$ cat src/rtl/guess_entry_ctrl.sv
// Host/player front end for the hangman core: assembles the secret word, arms the
// core with a start pulse, then issues validated, de-duplicated guesses paced by the core.
module guess_entry_ctrl (
  input  logic        clk,
  input  logic        rst,
  input  logic [7:0]  key_data,
  input  logic        key_valid,
  input  logic        game_rdy,
  input  logic        red_busy,
  input  logic        green,
  input  logic        red,
  output logic [39:0] setWord,
  output logic        toggle_state,
  output logic [7:0]  guess,
  output logic [2:0]  entry_count,
  output logic [25:0] guessed_mask,
  output logic [1:0]  phase,
  output logic        reject,
  output logic        dropped
);

  localparam int unsigned KeyW       = 8;
  localparam int unsigned WordW      = 40;
  localparam int unsigned CountW     = 3;
  localparam int unsigned NumLetters = 26;
  localparam int unsigned IdxW       = 5;
  localparam int unsigned WordLen    = 5;

  localparam logic [KeyW-1:0] KeyBksp  = 8'h08;
  localparam logic [KeyW-1:0] KeyEnter = 8'h0D;

  typedef enum logic [1:0] {
    PH_LOAD = 2'd0,
    PH_ARM  = 2'd1,
    PH_PLAY = 2'd2,
    PH_DONE = 2'd3
  } phase_e;

  phase_e                  state_q;
  logic [WordW-1:0]        setword_q;
  logic [CountW-1:0]       count_q;
  logic [KeyW-1:0]         guess_q;
  logic                    toggle_q;
  logic [NumLetters-1:0]   mask_q;
  logic                    reject_q;
  logic                    dropped_q;
  logic [KeyW-1:0]         pend_q;
  logic                    pend_valid_q;
  logic                    slot_free_q;

  logic [KeyW-1:0]         key_norm;
  logic                    is_letter;
  logic                    is_bksp;
  logic                    is_enter;
  logic [IdxW-1:0]         letter_idx;
  logic [NumLetters-1:0]   letter_bit;
  logic                    letter_seen;
  logic                    word_full;
  logic                    word_empty;
  logic                    issue;

  // Key decode: fold lowercase onto uppercase, classify, and look up the guessed set.
  always_comb begin
    key_norm = key_data;
    if (key_data >= 8'h61 && key_data <= 8'h7A) begin
      key_norm = key_data - 8'h20;
    end
    is_letter   = (key_norm >= 8'h41) && (key_norm <= 8'h5A);
    is_bksp     = (key_data == KeyBksp);
    is_enter    = (key_data == KeyEnter);
    letter_idx  = IdxW'(key_norm - 8'h41);
    letter_bit  = NumLetters'(1) << letter_idx;
    letter_seen = is_letter && ((mask_q & letter_bit) != '0);
    word_full   = (count_q == CountW'(WordLen));
    word_empty  = (count_q == '0);
    issue       = pend_valid_q && slot_free_q;
  end

  always_ff @(posedge clk or posedge rst) begin
    if (rst) begin
      state_q      <= PH_LOAD;
      setword_q    <= '0;
      count_q      <= '0;
      guess_q      <= '0;
      toggle_q     <= 1'b0;
      mask_q       <= '0;
      reject_q     <= 1'b0;
      dropped_q    <= 1'b0;
      pend_q       <= '0;
      pend_valid_q <= 1'b0;
      slot_free_q  <= 1'b0;
    end else begin
      reject_q  <= 1'b0;
      dropped_q <= 1'b0;
      toggle_q  <= 1'b0;

      case (state_q)
        PH_LOAD: begin
          if (key_valid) begin
            if (is_letter) begin
              if (!word_full) begin
                setword_q <= {setword_q[WordW-KeyW-1:0], key_norm};
                count_q   <= count_q + CountW'(1);
              end else begin
                reject_q <= 1'b1;
              end
            end else if (is_bksp) begin
              if (!word_empty) begin
                setword_q <= {KeyW'(0), setword_q[WordW-1:KeyW]};
                count_q   <= count_q - CountW'(1);
              end else begin
                reject_q <= 1'b1;
              end
            end else if (is_enter && word_full) begin
              state_q <= PH_ARM;
            end else begin
              reject_q <= 1'b1;
            end
          end
        end

        // Wait for the core to sit idle in its SET state, then kick it once.
        PH_ARM: begin
          if (key_valid) begin
            reject_q <= 1'b1;
          end
          if (game_rdy && !red_busy) begin
            toggle_q    <= 1'b1;
            slot_free_q <= 1'b0;
            state_q     <= PH_PLAY;
          end
        end

        PH_PLAY: begin
          if (green || red) begin
            state_q      <= PH_DONE;
            pend_valid_q <= 1'b0;
            if (key_valid) begin
              reject_q <= 1'b1;
            end
          end else begin
            if (game_rdy) begin
              slot_free_q <= 1'b1;
            end
            // Issue consumes the old pending letter; the clear wins over a same-cycle ready.
            if (issue) begin
              guess_q      <= pend_q;
              pend_valid_q <= 1'b0;
              slot_free_q  <= 1'b0;
            end
            if (key_valid) begin
              if (is_letter && !letter_seen) begin
                mask_q       <= mask_q | letter_bit;
                pend_q       <= key_norm;
                pend_valid_q <= 1'b1;
                if (pend_valid_q && !issue) begin
                  dropped_q <= 1'b1;
                end
              end else begin
                reject_q <= 1'b1;
              end
            end
          end
        end

        PH_DONE: begin
          if (key_valid) begin
            reject_q <= 1'b1;
          end
        end

        default: begin
          state_q <= PH_LOAD;
        end
      endcase
    end
  end

  assign setWord      = setword_q;
  assign toggle_state = toggle_q;
  assign guess        = guess_q;
  assign entry_count  = count_q;
  assign guessed_mask = mask_q;
  assign phase        = state_q;
  assign reject       = reject_q;
  assign dropped      = dropped_q;

endmodule

$ cat config.mk
export PLATFORM = sky130hd
export DESIGN_NAME = guess_entry_ctrl
export DESIGN_NICKNAME = d
export VERILOG_FILES = /design/src/rtl/guess_entry_ctrl.sv
export SDC_FILE = /design/constraint.sdc
export NUM_CORES = 1
export LEC_CHECK = 0
export BUFFER_PORTS_ARGS = -buffer_cell sky130_fd_sc_hd__buf_2
export CAP_MARGIN = 20
export CORE_UTILIZATION = 59
export CTS_CLUSTER_SIZE = 30
export DETAILED_ROUTE_END_ITERATION = 8
export PLACE_DENSITY_LB_ADDON = 0.3
export SYNTH_ARGS = -nofsm -noshare
export SYNTH_HDL_FRONTEND = slang
export SYNTH_SLANG_ARGS = --single-unit
$ cat constraint.sdc
create_clock -name clk -period 8.64 [get_ports clk]
set_clock_uncertainty 0.05 [all_clocks]
set_input_delay 0.864 -clock clk [delete_from_list [all_inputs] [get_ports clk]]
set_output_delay 0.864 -clock clk [all_outputs]
set_load 0.05 [all_outputs]
* Word level (Yosys, flattened, before mapping) *
Cells that the tools add are included.

operators by class
  reduce and logical (&&, ||, !) cells = 24
  $add $sub $neg = 4
  shift-type cells = 1
  eq/ne operators = 16
  bitwise logic cells = 3
  $lt $le $gt $ge = 4
  muxes and demuxes = 43

operators by type and width
  kind                                                                   number
  40-bit two-way mux                                                     4
  26-bit AND                                                             1
  26-bit OR                                                              1
  26-bit nonzero test                                                    1
  1-bit by 5-bit left shift with 26-bit output, first input constant     1
  1-bit two-way mux                                                      25
  2-bit != test, second input constant                                   9
  8-bit by 4-bit equality test with 1-bit output, second input constant  2
  8-bit by 7-bit >= comparator with 1-bit output, second input constant  2
  8-bit by 7-bit <= comparator with 1-bit output, second input constant  2
  2-bit two-way mux                                                      6
  3-bit two-way mux                                                      4
  1-bit logical AND                                                      8
  8-bit two-way mux                                                      1
  4-bit AND reduction                                                    2
  8-bit by 6-bit subtractor with 8-bit output, second input constant     1
  7-bit AND reduction                                                    1
  2-bit one-hot mux with 3 select lines                                  1
  5-bit AND reduction                                                    1
  5-bit by 1-bit subtractor with 5-bit output, second input constant     1
  2-bit equality test, second input constant                             2
  2-bit nonzero test                                                     2
  3-bit by 1-bit adder with 3-bit output, second input constant          1
  3-bit equality test, second input constant                             1
  13 further kinds                                                       15

storage, ports and cells
  output and inout bits = 82
  logic and storage cells = 106
  bits in registers = 92

* Depth between registers and ports, before layout *
Gate-level depths: netlist of run 1.

  word-level depth = 14
  gate-level depth with buffers = 13
  depth with buffers taken out = 11

* Worst setup path before layout of run 1 *
No wires, ideal clock.

  path kind = input-to-reg
  start point = in key_data[1]
  end point = reg count_q[2] (netlist: entry_count[2])
  arrival = 2748 ps
  cell stages on the path = 12
  buffers on the path = 3
  setup slack = 5711 ps
  library setup time = 131 ps
  cells stage by stage = buf_2 > nor3_1 > o2bb2ai_1 > or2_1 > buf_4 > inv_2 > buf_2 > fa_1 > nand2_1 > nor3_1 > a21oi_1 > nand4_1

on the way
  longest elaborated chain between the ends = 7
  elaborated cells between the ends (all ways) = 14
  classes of those cells = add/sub (1); order compare (4); eq/ne (3); mux (2); reduce/logical (4)

RTL lines
  what                                                                                                              RTL line  text
  from (decl)                                                                                                       6         input logic [7:0] key_data,
  8-bit by 7-bit >= comparator with 1-bit output or 8-bit by 7-bit <= comparator with 1-bit output (tied branches)  65        if (key_data >= 8'h61 && key_data <= 8'h7A) begin
  1-bit logical AND                                                                                                 65
  8-bit two-way mux                                                                                                 65
  8-bit by 7-bit >= comparator with 1-bit output or 8-bit by 7-bit <= comparator with 1-bit output (tied branches)  68        is_letter = (key_norm >= 8'h41) && (key_norm <= 8'h5A);
  1-bit logical AND                                                                                                 68
  2-bit != test (no line) or 2-bit nonzero test (tied branches)                                                     -
  5-bit AND reduction (no line)                                                                                     -
  to (signal assigned)                                                                                              103       count_q <= count_q + CountW'(1);
  to (signal assigned)                                                                                              110       count_q <= count_q - CountW'(1);
  to (decl)                                                                                                         41        logic [CountW-1:0] count_q;

Parallel ways exist; a longest one is shown, timed or not.
A chain may end at the register's enable or synchronous reset.

* Worst setup path after layout of run 1 *
  start point = in key_data[4]
  end point = reg setword_q[17] (netlist: setWord[17])

on the way
  longest elaborated chain between the ends = 7
  elaborated cells between the ends (all ways) = 14
  classes of those cells = add/sub (1); order compare (4); eq/ne (3); mux (2); reduce/logical (4)

RTL lines
  what                                                                                                              RTL line  text
  8-bit by 7-bit >= comparator with 1-bit output or 8-bit by 7-bit <= comparator with 1-bit output (tied branches)  65
  1-bit logical AND                                                                                                 65
  8-bit two-way mux                                                                                                 65
  8-bit by 7-bit >= comparator with 1-bit output or 8-bit by 7-bit <= comparator with 1-bit output (tied branches)  68
  1-bit logical AND                                                                                                 68
  2-bit != test (no line) or 2-bit nonzero test (tied branches)                                                     -
  5-bit AND reduction (no line)                                                                                     -
  to (signal assigned)                                                                                              102       setword_q <= {setword_q[WordW-KeyW-1:0], key_norm};
  to (signal assigned)                                                                                              109       setword_q <= {KeyW'(0), setword_q[WordW-1:KeyW]};
  to (decl)                                                                                                         40        logic [WordW-1:0] setword_q;

Parallel ways exist; a longest one is shown, timed or not.

==> results.toml, run 1 <==
[status]
status = "finished, final reports clean"

[sta]
setup_tns_ns = 0
fin_crit_ns = 3.42
worst_pin_slew_ns = 0.715
setup_ws_ns = 5.22
max-slew-margin-rel = 0.522
slew_viol_final = 0
grt_setup_unrepaired = "no"
finalSetupViolCount = 0
period_share = 0.396
max_freq_mhz = 293
hold_violations = 0

[global_route]
grt_max_degree = 93
antenna_found_initial = 1
grt_pass1_wl_um = 15500
overflow = 0
grt_pass1_vias = 3086
grt_usage = 0.260

[detailed_routing]
drc = 0
ant_nets = 0
first_pass_iters = 4
wl_met1_um = 4420
wl_per_cell_um = 16.7
first_iter_violations = 297
routed-wl-met2_um = 4670
vias = 3500
met3_length_um = 692
routed_wl_um = 9980
dr.max_layer_used = "met4"
drt-vias-per-instance = 5.84

[die]
rows = 31
core_um2 = 7330
dieArea_um2 = 7980
initial_core_util = 0.614
io_pins = 97
die_h_um = 89.4
fp.dieW_um = 89.4

[setup_path]
critical_path.max_fanout = 74
slowest_stage = "buf_4"
cp.depth = 9
crit_family = "buffers and inverters"
worstPathCellList = "buf_2, nand2_1, o2bb2ai_1, or2_1, buf_4, inv_2, o2111ai_4, buf_4, o21ai_0"
crit_buf_inv = 4
rr_worst_depth = 6
crit_type = "input port to register"
critPathCaptureType = "register"
cp.required_ns = 8.82
setup.worst_path.start_class = "input port"
cp_common_cell = "buf_4"
worstPathArrival_ns = 3.59
critPathMaxStageDelay_ns = 0.54

[pwr]
combPwrFrac = 0.226
power.share.switching = 0.335
netSwitchingPower_mw = 0.329
power_leakage_nw = 2.80
irDropWorstVdd_mv = 0.0973
cellPowerDensity_nw_per_um2 = 188
power_frac_clock = 0.280
power_frac_seq = 0.494
power.internal_mw = 0.651

[cells_and_area]
multi_input_area_um2 = 1970
nets = 516
n_fill_cell = 553
syn_to_final_growth_pct = 15.5
register_area_um2 = 2300
drive_gt1_frac = 0.303
mostFrequentLayoutCell = "buf_2"
mostFrequentLayoutCells = "buf_2 (96), dfrtp_1 (92), nand2_1 (47), o21ai_0 (32), mux2i_1 (31)"

[yosys]
synth_cell_types = 64
synth_area_um2 = 4500
ys_ff_latch = 92
synth_seq_area_share = 0.511
avgSynthCellArea_um2 = 11.0
synthFlopType = "dfrtp_1"
async_reset_ff_frac = 1.00
syn-num-nets = 432
yosys_warnings = 0
syn-instance-count = 410
synth_edf_count = 0

[cts]
cts-root-buf = "clkbuf_8"
clkTransAtPathRegs_ns = 0.09
h-tree-depth = 3
cts_buffer_depth = 2
cts_resized = 0
numCtsBuffers = 9
cts_sinks = 92
clkLatencyLatePin_ns = 0.37
cts.hold.buffers_added = 0
postCtsSetupBuffers = 0
cts_tree = "done"

[placed_design]
pre_cts_ws_ns = 4.87
dp_hpwl_um = 6710
place.gp.congestion = 0.865
portBuffers = 96

[hold_path]
hold_depth = 1
hold_path.class = "register to register"

[flow_run]
max_cap_violations = 0
-- per-layer routing --
layer / global-route usage / up-vias
met2: 0.375 / 108
li1: - / 1665
met4: 0.101 / 0
met1: 0.380 / 1707
met5: 0 / -
met3: 0.0619 / 20
-- metrics by stage --
stage	hold WS (ns)	area (um^2)	utilization	cells	power, mW
after floorplan	0.385	4500	-	410	0.661
after global placement	0.400	4960	0.676	580	0.702
after detailed placement	0.418	4960	0.676	580	0.711
after CTS	0.438	5140	0.702	596	0.983
after global routing	0.451	5200	0.710	599	1.03
final	0.438	5200	0.710	599	0.980
-- synth_stat cells (5+ instances only) --
cell type   n  area share
a21oi_1     5      0.0056
clkbuf_1    5      0.0042
inv_1      13       0.011
nor2b_1     6      0.0083
ha_1        6       0.017
a21o_1      5      0.0083
a41o_1      7       0.016
buf_4       7       0.012
a31o_2     12       0.023
a22o_1      9       0.018
mux2i_1    31       0.069
nor2_1     16       0.013
buf_2       9       0.010
o21ai_1     8      0.0089
nand2_1    47       0.039
o21ai_0    32       0.036
buf_6       7       0.018
nor3_1      9       0.010
dfrtp_1    92        0.51
mux2_2     11       0.028
-- flip-flops by register name, summed over array words and instances (netlist names), 2 cells and up --
signal,flops
pend_q,8
guess,8
guessed_mask,26
phase,2
setWord,40
entry_count,3
-- area by class of cell --
| cell class | instances | area share |
|---|---|---|
| flip-flops and latches | 92 | 0.443 |
| multi-input cells | 275 | 0.378 |
| repair buffers | 102 | 0.109 |
| clock buffers | 12 | 0.0298 |
| well taps | 99 | 0.0238 |
| inverters | 14 | 0.0103 |
| clock inverters | 4 | 0.00625 |
| diodes | 1 | 0.000481 |
-- cell families (layout without fill, tap and decap cells) --
| group | count (synthesis) | in the layout | synth area share |
|---|---|---|---|
| AOI/OAI and AO/OA | 104 | 104 | 0.165 |
| adders and majority gates | 7 | 7 | 0.0211 |
| and+or+nand+nor | 117 | 117 | 0.137 |
| DFF | 92 | 92 | 0.511 |
| other | 0 | 1 | 0 |
| muxes | 47 | 47 | 0.110 |
| buffers and inverters | 43 | 132 | 0.0559 |
-- worst paths after layout --
| check | start | to | slack, ns |
|---|---|---|---|
| worst max register to register | entry_count[1]$_DFFE_PP0P_ | setWord[17]$_DFFE_PP0P_ | 6.26 |
| min in group asynchronous | rst | setWord[23]$_DFFE_PP0P_ | 0.56 |
| worst min register to register | pend_q[6]$_DFFE_PP0P_ | pend_q[6]$_DFFE_PP0P_ | 0.44 |
| worst max-delay path | key_data[4] | setWord[17]$_DFFE_PP0P_ | 5.22 |
| max in group asynchronous | rst | guessed_mask[17]$_DFFE_PP0P_ | 7.34 |
| worst min-delay path | pend_q[6]$_DFFE_PP0P_ | pend_q[6]$_DFFE_PP0P_ | 0.44 |
-- power by group through the flow --
stage	Clock (mW)	Combinational, mW	Sequential [mW]
3_3_place_gp	0	0.213	0.489
5_1_grt	0.297	0.242	0.489
4_1_cts	0.280	0.220	0.483
6_report	0.274	0.221	0.484
3_5_place_dp	0	0.219	0.492
2_1_floorplan	0	0.116	0.545
Note: power is estimated with default switching activity, not from simulation.
==> run 2, diff against run 1 <==
- CORE_UTILIZATION: 59 -> 55
- clock period: 8.64 -> 3.2 ns (I/O delays scaled with it)
==> results.toml, run 2 (synthesized netlist as in run 1, its figures left out) <==
[cts]
cts_buffer_depth = 2
cts-root-buf = "clkbuf_8"
h-tree-depth = 3
cts_resized = 0
cts_tree = "done"
clkTransAtPathRegs_ns = 0.09
clkLatencyLatePin_ns = 0.36
cts_sinks = 92
numCtsBuffers = 9
postCtsSetupBuffers = 0

[hold_path]
hold_depth = 2
hold_path.class = "input port to register"

[placed_design]
postPlaceCellArea_um2 = 5030
dp_cells = 589
dp_hpwl_um = 7520
portBuffers = 96
place.gp.congestion = 0.913

[setup_path]
critPathMaxStageDelay_ns = 0.40
setup.worst_path.start_class = "input port"
rr_worst_depth = 7
cp.required_ns = 3.39
crit_type = "input port to register"
critPathCaptureType = "register"
slowest_stage = "nor4_1"
worstPathCellList = "buf_2, nor2_2, o2bb2ai_1, nor4_1, nand4_1, nor3_4, buf_4, mux2_1"
critical_path.max_fanout = 22
regToRegSetupSlack_ns = 0.90
worstPathArrival_ns = 2.64

[pwr]
power_frac_clock = 0.286
power_frac_seq = 0.487
power_mw = 2.68
combPwrFrac = 0.226
power.share.switching = 0.330
irDropWorstVdd_mv = 0.261
power.internal_mw = 1.80
power_leakage_nw = 2.84
netSwitchingPower_mw = 0.886
cellPowerDensity_nw_per_um2 = 512

[detailed_routing]
vias = 3597
drc = 0
first_iter_violations = 235
drt-vias-per-instance = 5.93
wl_per_cell_um = 17.5
ant_nets = 0
first_pass_iters = 5
routed_wl_um = 10600

[sta]
max_freq_mhz = 409
grt_setup_unrepaired = "no"
period_share = 0.764
worst_pin_slew_ns = 0.669
slew_viol_final = 0
hold_violations = 0
fin_crit_ns = 2.45
max-slew-margin-rel = 0.553
finalSetupViolCount = 0
setup_tns_ns = 0

[die]
dieArea_um2 = 8550
die_h_um = 92.5
initial_core_util = 0.577
io_pins = 97
fp.dieW_um = 92.5
core_um2 = 7810
rows = 32

[cells_and_area]
drive_gt1_frac = 0.309
mostFrequentLayoutCell = "buf_2"
syn_to_final_growth_pct = 16.3
stdcell_count = 607
nets = 522
final_cell_area_um2 = 5240
largest_reg_flops = 40
mostFrequentLayoutCells = "buf_2 (97), dfrtp_1 (92), nand2_1 (47), o21ai_0 (32), mux2i_1 (31)"
insertedDiodeCount = 0

[global_route]
antenna_found_initial = 0
grt_pass1_wl_um = 17300
grt_pass1_vias = 3380
grt_usage = 0.262
overflow = 0
grt_max_degree = 74

[status]
status = "finished, final reports clean"

[flow_run]
max_cap_violations = 0
-- run 2: cell count changes in the layout (fill, tap and decap cells not counted) --
cell / delta
dlygate4sd3_1: +1
inv_6: -1
buf_4: +4
clkinvlp_4: -1
buf_2: +1
clkinv_4: +1
buf_12: +2
diode_2: -1
clkbuf_8: -2
bufinv_16: +1
clkinv_2: +2
buf_16: -2
-- run 2: final cells by class --
class / count / area (um^2)
repair buffers: 108 / 596
clock inverters: 6 / 65.1
clock buffers: 10 / 128
flip-flops and latches: 92 / 2300
fillers: 623 / 2570
multi-input cells: 275 / 1970
inverters: 14 / 53.8
well taps: 102 / 128
-- run 2: final timing paths --
check                                                   end                         from
worst min register to register  guessed_mask[2]$_DFFE_PP0P_  guessed_mask[2]$_DFFE_PP0P_
worst max register to register        pend_q[2]$_DFFE_PP0P_  guessed_mask[0]$_DFFE_PP0P_
min in group asynchronous           setWord[19]$_DFFE_PP0P_                          rst
worst min-delay path                 toggle_state$_DFF_PP0_                     red_busy
worst max-delay path                  pend_q[2]$_DFFE_PP0P_                  key_data[4]
max in group asynchronous           setWord[39]$_DFFE_PP0P_                          rst
-- run 2: what timing repair did --
| action | in CTS | in global routing |
|---|---|---|
| hold endpoints to repair | 19 | 0 |
| hold buffers | 1 | 0 |
| endpoints found under the setup margin | 0 | 0 |
-- run 2: per-layer routing --
metal	track usage	up-vias	part of all wire
li1	-	1673	-
met1	0.381	1758	0.45
met2	0.393	151	0.47
met3	0.0443	15	0.062
met4	0.104	0	0.018
met5	0	-	0
-- run 2: power by group through the flow --
stage               Combinational [mW]  Clock (mW)  Sequential [mW]
detailed placement               0.603           0             1.33
global placement                 0.584           0             1.32
CTS                              0.608       0.776             1.31
floorplan                        0.313           0             1.47
global route                     0.655       0.831             1.32
finish                           0.607       0.768             1.31
-- run 2: critical path, delay by kind of cell --
| family | cells | cell delay, ns |
|---|---|---|
| buffers and inverters | 2 | 0.62 |
| AND/OR/NAND/NOR | 4 | 1.10 |
| AO/OA/AOI/OAI | 1 | 0.25 |
| multiplexers | 1 | 0.33 |
-- run 2: per-stage QoR --
stage	setup slack (ns)	hold WS [ns]	util
2_1_floorplan	0.438	0.340	-
3_5_place_dp	0.435	0.262	0.644
6_report	0.755	0.0844	0.671
5_1_grt	0.638	0.0773	0.671
3_3_place_gp	0.514	0.251	0.644
4_1_cts	0.794	0.0829	0.670
